`src/rtl/mux_sel_reg.sv`:
```
// ---------------------------------------------------------------------------
// mux_sel_reg
//   N-way operand selector with a single registered output stage and a
//   valid/ready handshake. Sits between the register-file/PC sources and the
//   ALU operand port of the multicycle datapath. One slot can be configured
//   to return a fixed constant instead of its lane. Selects that fall outside
//   the populated slots return lane 0, are flagged with the data, and are
//   counted in a saturating counter.
//
// Handshake (both sides):
//   A transfer happens on a rising clk edge where valid && ready are both 1.
//   valid must not depend on ready. in_ready = !out_valid || out_ready, so
//   the stage holds one entry and still sustains one transfer per cycle.
//   While out_valid && !out_ready the held data_out/sel_err stay frozen.
//
// Ports:
//   clk        in   1             rising-edge clock
//   reset      in   1             asynchronous, active-low reset
//   data_in    in   N_IN*WIDTH    packed lanes; lane k = data_in[k*WIDTH +: WIDTH]
//   selector   in   SEL_W         slot to forward, sampled only on accept
//   in_valid   in   1             producer presents a selection
//   in_ready   out  1             stage can accept this cycle
//   data_out   out  WIDTH         registered selected value
//   out_valid  out  1             data_out holds an unconsumed value
//   out_ready  in   1             consumer takes data_out this cycle
//   sel_err    out  1             registered with data_out: selector was >= N_IN
//   err_cnt    out  CNT_W         saturating count of accepted out-of-range selects
// ---------------------------------------------------------------------------
module mux_sel_reg #(
  parameter int unsigned       WIDTH      = 32,
  parameter int unsigned       N_IN       = 5,
  parameter int unsigned       SEL_W      = 3,
  parameter int unsigned       CONST_SLOT = 1,
  parameter logic [WIDTH-1:0]  CONST_VAL  = WIDTH'(4),
  parameter int unsigned       CNT_W      = 8
) (
  input  logic                  clk,
  input  logic                  reset,
  input  logic [N_IN*WIDTH-1:0] data_in,
  input  logic [SEL_W-1:0]      selector,
  input  logic                  in_valid,
  output logic                  in_ready,
  output logic [WIDTH-1:0]      data_out,
  output logic                  out_valid,
  input  logic                  out_ready,
  output logic                  sel_err,
  output logic [CNT_W-1:0]      err_cnt
);

  // CONST_SLOT == N_IN (or larger) turns the constant slot off entirely.
  // Kept as a separate flag so the disable value never aliases a real slot
  // after truncation to SEL_W bits.
  localparam bit CONST_EN = (CONST_SLOT < N_IN);

  // -------------------------------------------------------------------------
  // Lane unpacking
  // -------------------------------------------------------------------------
  logic [WIDTH-1:0] lane [N_IN];

  for (genvar k = 0; k < N_IN; k++) begin : g_lane
    assign lane[k] = data_in[k*WIDTH +: WIDTH];
  end

  // -------------------------------------------------------------------------
  // Select decode
  // -------------------------------------------------------------------------
  logic [31:0]      sel_ext;
  logic             sel_oor;
  logic             const_hit;
  logic [WIDTH-1:0] lane_pick;
  logic [WIDTH-1:0] sel_value;

  assign sel_ext   = 32'(selector);
  assign sel_oor   = (sel_ext >= N_IN);
  assign const_hit = CONST_EN && (sel_ext == CONST_SLOT);

  // Explicit compare loop instead of lane[selector]: the selector range can
  // exceed N_IN, and this keeps the out-of-range case well defined (lane 0).
  always_comb begin
    lane_pick = lane[0];
    for (int unsigned k = 0; k < N_IN; k++) begin
      if (sel_ext == k) begin
        lane_pick = lane[k];
      end
    end
  end

  always_comb begin
    sel_value = lane_pick;
    if (const_hit) begin
      sel_value = CONST_VAL;
    end
  end

  // -------------------------------------------------------------------------
  // Handshake
  // -------------------------------------------------------------------------
  logic out_valid_q, out_valid_d;
  logic accept;

  assign in_ready = !out_valid_q || out_ready;
  assign accept   = in_valid && in_ready;

  // -------------------------------------------------------------------------
  // Output stage next-state
  // -------------------------------------------------------------------------
  logic [WIDTH-1:0] data_q,    data_d;
  logic             sel_err_q, sel_err_d;
  logic [CNT_W-1:0] err_cnt_q, err_cnt_d;
  logic             cnt_full;

  assign cnt_full = (err_cnt_q == {CNT_W{1'b1}});

  always_comb begin
    data_d      = data_q;
    sel_err_d   = sel_err_q;
    out_valid_d = out_valid_q;
    err_cnt_d   = err_cnt_q;

    if (accept) begin
      // Covers both a fresh load and drain+accept in the same cycle: the new
      // entry simply replaces the one being consumed, so no bubble appears.
      data_d      = sel_value;
      sel_err_d   = sel_oor;
      out_valid_d = 1'b1;
      if (sel_oor && !cnt_full) begin
        err_cnt_d = err_cnt_q + CNT_W'(1);
      end
    end else if (out_ready) begin
      // Drain only; data_out and sel_err keep their last value.
      out_valid_d = 1'b0;
    end
  end

  // -------------------------------------------------------------------------
  // Registers
  // -------------------------------------------------------------------------
  always_ff @(posedge clk or negedge reset) begin
    if (!reset) begin
      data_q      <= '0;
      sel_err_q   <= 1'b0;
      out_valid_q <= 1'b0;
      err_cnt_q   <= '0;
    end else begin
      data_q      <= data_d;
      sel_err_q   <= sel_err_d;
      out_valid_q <= out_valid_d;
      err_cnt_q   <= err_cnt_d;
    end
  end

  assign data_out  = data_q;
  assign sel_err   = sel_err_q;
  assign out_valid = out_valid_q;
  assign err_cnt   = err_cnt_q;

endmodule

```
`config.mk`:
```
export PLATFORM = sky130hd
export DESIGN_NAME = mux_sel_reg
export DESIGN_NICKNAME = d
export VERILOG_FILES = /design/src/rtl/mux_sel_reg.sv
export SDC_FILE = /design/constraint.sdc
export NUM_CORES = 1
export LEC_CHECK = 0
export CAP_MARGIN = 15
export CORE_UTILIZATION = 34
export CTS_CLUSTER_SIZE = 14
export DETAILED_ROUTE_END_ITERATION = 10
export HOLD_SLACK_MARGIN = 0.06
export PLACE_DENSITY = 0.81
export SLEW_MARGIN = 20
export SYNTH_ARGS = -nofsm -noshare
export SYNTH_HDL_FRONTEND = slang
export SYNTH_SLANG_ARGS = --single-unit
```
`constraint.sdc`:
```
create_clock -name clk -period 1.9 [get_ports clk]
set_input_delay 0.38 -clock clk [delete_from_list [all_inputs] [get_ports clk]]
set_output_delay 0.38 -clock clk [all_outputs]
set_load 0.01 [all_outputs]
```
==> flow_summary.json <==
{
  "critical_path.slowest_cell": "clkdlybuf4s50_1",
  "final_cells": 586,
  "wirelength_um": 9690,
  "yosys_warnings": 0,
  "hold_path_class": "register to register",
  "rsz0062_at_grt": "false",
  "grt_use_total": 0.226,
  "total_power_w": 0.00312,
  "slew_headroom": 0.659,
  "path_cells": "clkdlybuf4s50_1",
  "tightest_slew_ns": 0.511,
  "maxSlewViolCount": 0,
  "avgSynthCellArea_sq_um": 9.17,
  "drc_errors": 0,
  "max_stage_delay_ns": 0.58,
  "grt_start_max_net_pins": 33,
  "globalRoute.totalOverflow": 0,
  "clkPwrFrac": 0.216,
  "drive_gt1_frac": 0.0847,
  "cts.sink_count": 42,
  "syn_nets": 471,
  "p_switching_w": 0.000925,
  "grt_first_pass_wirelength_um": 15300,
  "gp_congestion": 0.751,
  "p_comb_frac": 0.402,
  "routedWlPerCell_um": 16.5,
  "hold_viol_final": 0,
  "io_buffers": 177,
  "dp_hpwl_um": 7490,
  "ys_seq_elements": 42,
  "setup_viol": 0,
  "netlist_instances": 303,
  "path_clk_slew_ns": 0.08,
  "internal-power_w": 0.00220,
  "finalCriticalPeriod_ns": 1.71,
  "required_ns": 1.52,
  "cts_tree": "yes",
  "clock_latency_ns": 0.29,
  "place_area_sq_um": 4750,
  "worstPathArrival_ns": 1.33,
  "swShare": 0.296,
  "endpoint_kind": "output port",
  "initial_utilization": 0.356,
  "path_buf_inv": 1,
  "num_rows": 32,
  "power_frac_seq": 0.381,
  "area_growth_pct": 75.3,
  "cp_max_fo": 6,
  "dieArea_sq_um": 8540,
  "io_pins": 210,
  "fin_area_sq_um": 4870,
  "finClkSkew_ns": 0.00422,
  "netlist_area_sq_um": 2780,
  "whs_ns": 0.495,
  "die_h_um": 92.4,
  "cts_buffer_depth": 2,
  "crit_type": "register to output port",
  "seq_area_frac_synth": 0.378,
  "fmax_ghz": 0.586,
  "antenna_found_initial": 0,
  "via_per_inst": 5.34,
  "run_status": "finished, final reports clean",
  "netlist-cell-type-count": 32,
  "dp_cells": 577,
  "p_leak_nw": 1.94,
  "post-route-period-util": 0.898,
  "drt_iter0_drc": 86,
  "detail-route-antenna-nets": 0,
  "cp-start-kind": "register",
  "die_w_um": 92.4,
  "cpLargestDelayFamily": "buffers and inverters",
  "cts_max_level": 2,
  "cts_root_buf": "clkbuf_8",
  "maxCapViolCount": 0,
  "cts_buffers": 5,
  "grt_pass1_vias": 3116,
  "core-area_sq_um": 7810,
  "dr.pass1.iters": 4,
  "diodes": 0,
  "max-vdd-ir-drop_mv": 0.581,
  "r2r_slack_ns": 0.45,
  "nNetsFinal": 651,
  "power-per-cell-area_nw_per_um2": 641,
  "dr_total_vias": 3130
}
[cells in the final DEF, fill, tap and decap left out]
master,netlist,layout
o221ai_1,1,1
dfrtp_1,42,42
ha_1,1,1
nand2b_2,1,2
nand4b_4,1,1
or2_2,1,1
buf_2,13,2
buf_12,0,3
mux2_1,3,3
buf_4,2,19
inv_1,3,3
o22ai_1,31,31
or2_0,24,24
nand2b_1,2,1
o32a_1,1,1
clkbuf_8,0,8
xor2_1,3,3
nand2_1,7,7
or2_1,6,6
a21oi_2,0,1
mux2i_1,32,32
a32o_1,31,31
o21ai_0,33,33
nand3_1,4,4
nor2_4,1,1
nor2_1,37,37
nand4_1,1,1
a31oi_1,1,1
mux2_2,1,1
a21oi_1,2,1
dlygate4sd3_1,0,1
nand2_2,1,1
nor4b_2,1,1
nor3_1,4,4
clkdlybuf4s50_1,0,174
dlygate4sd2_1,0,1
[layer usage]
layer,track usage,part of all wire
met5,0,0
met4,0.0651,0.022
met3,0.0534,0.083
met2,0.410,0.50
met1,0.263,0.40
[path summary, 6_finish.rpt]
check / end / start / cells past startpoint
worst max-delay path: err_cnt[3] / err_cnt[3]$_DFFE_PN0P_ / 1
worst min-delay path: data_out[17]$_DFFE_PN0P_ / data_out[17]$_DFFE_PN0P_ / 1
worst max register to register: err_cnt[1]$_DFFE_PN0P_ / err_cnt[0]$_DFFE_PN0P_ / 5
worst min register to register: data_out[17]$_DFFE_PN0P_ / data_out[17]$_DFFE_PN0P_ / 1
max in group asynchronous: data_out[31]$_DFFE_PN0P_ / reset / 3
min in group asynchronous: data_out[15]$_DFFE_PN0P_ / reset / 2
[power groups by stage]
stage / sequential [W] / clock [W] / combinational [W]
2_1_floorplan: 0.00127 / 0 / 0.000411
3_3_place_gp: 0.00120 / 0 / 0.00123
3_5_place_dp: 0.00121 / 0 / 0.00126
4_1_cts: 0.00119 / 0.000693 / 0.00127
5_1_grt: 0.00122 / 0.000732 / 0.00135
6_report: 0.00119 / 0.000675 / 0.00126
[area by class of cell]
type	count	area [sq um]
Clock buffer	8	110
Fill cell	673	2940
Inverter	3	11.3
Multi-Input combinational cell	231	1600
Sequential cell	42	1050
Tap cell	102	128
Timing Repair Buffer	200	1970
[worst reg2reg max path, stage by stage (launching register included)]
cell and delay [ns]:
dfrtp_1 0.42, ha_1 0.24, nand3_1 0.10, nor2_1 0.06
nor2_1 0.17, mux2_1 0.34
[registers in the layout (all words and copies together), names as in the netlist]
register   cells
data_out      32
out_valid      1
err_cnt        8
sel_err        1
[cells in the mapped netlist (all sizes together)]
| library cell | instances | area (sq um) |
|---|---|---|
| a21oi | 2 | 10.0 |
| a31oi | 1 | 6.26 |
| a32o | 31 | 310 |
| buf | 18 | 91.3 |
| clkbuf | 9 | 33.8 |
| dfrtp | 42 | 1050 |
| ha | 1 | 12.5 |
| inv | 3 | 11.3 |
| mux2 | 4 | 45.0 |
| mux2i | 32 | 320 |
| nand2 | 8 | 32.5 |
| nand2b | 3 | 21.3 |
| nand3 | 4 | 20.0 |
| nand4 | 1 | 6.26 |
| nand4b | 1 | 23.8 |
| nor2 | 38 | 150 |
| nor3 | 4 | 20.0 |
| nor4b | 1 | 15.0 |
| o21ai | 33 | 165 |
| o221ai | 1 | 8.76 |
| o22ai | 31 | 194 |
| o32a | 1 | 10.0 |
| or2 | 31 | 194 |
| xor2 | 3 | 26.3 |
[repair_timing]
item                                   CTS  global route
gates resized for setup                  1             0
hold buffers                             1             0
setup buffers                            0             0
endpoints found under the hold margin   19             0
setup endpoints to repair                1             0
[cells by family (layout without fill, tap and decap cells)]
kind of cell | Yosys count | in the layout | synth area share
AOI/OAI and AO/OA | 100 | 100 | 0.253
xor gates and xnor gates | 3 | 3 | 0.00946
adders and majority gates | 1 | 1 | 0.00450
buffers and inverters | 30 | 211 | 0.0491
DFF | 42 | 42 | 0.378
muxes | 36 | 36 | 0.131
and+or+nand+nor | 91 | 91 | 0.174
[stage by stage]
step / setup WS (ns) / TNS [ns] / utilization
4_1_cts: 0.180 / 0 / 0.624
3_5_place_dp: -0.0930 / -2.41 / 0.609
2_1_floorplan: 0.446 / 0 / -
3_3_place_gp: -0.0598 / -1.35 / 0.609
6_report: 0.195 / 0 / 0.624
5_1_grt: 0.111 / 0 / 0.624
Note: power is estimated with default switching activity, not from simulation.
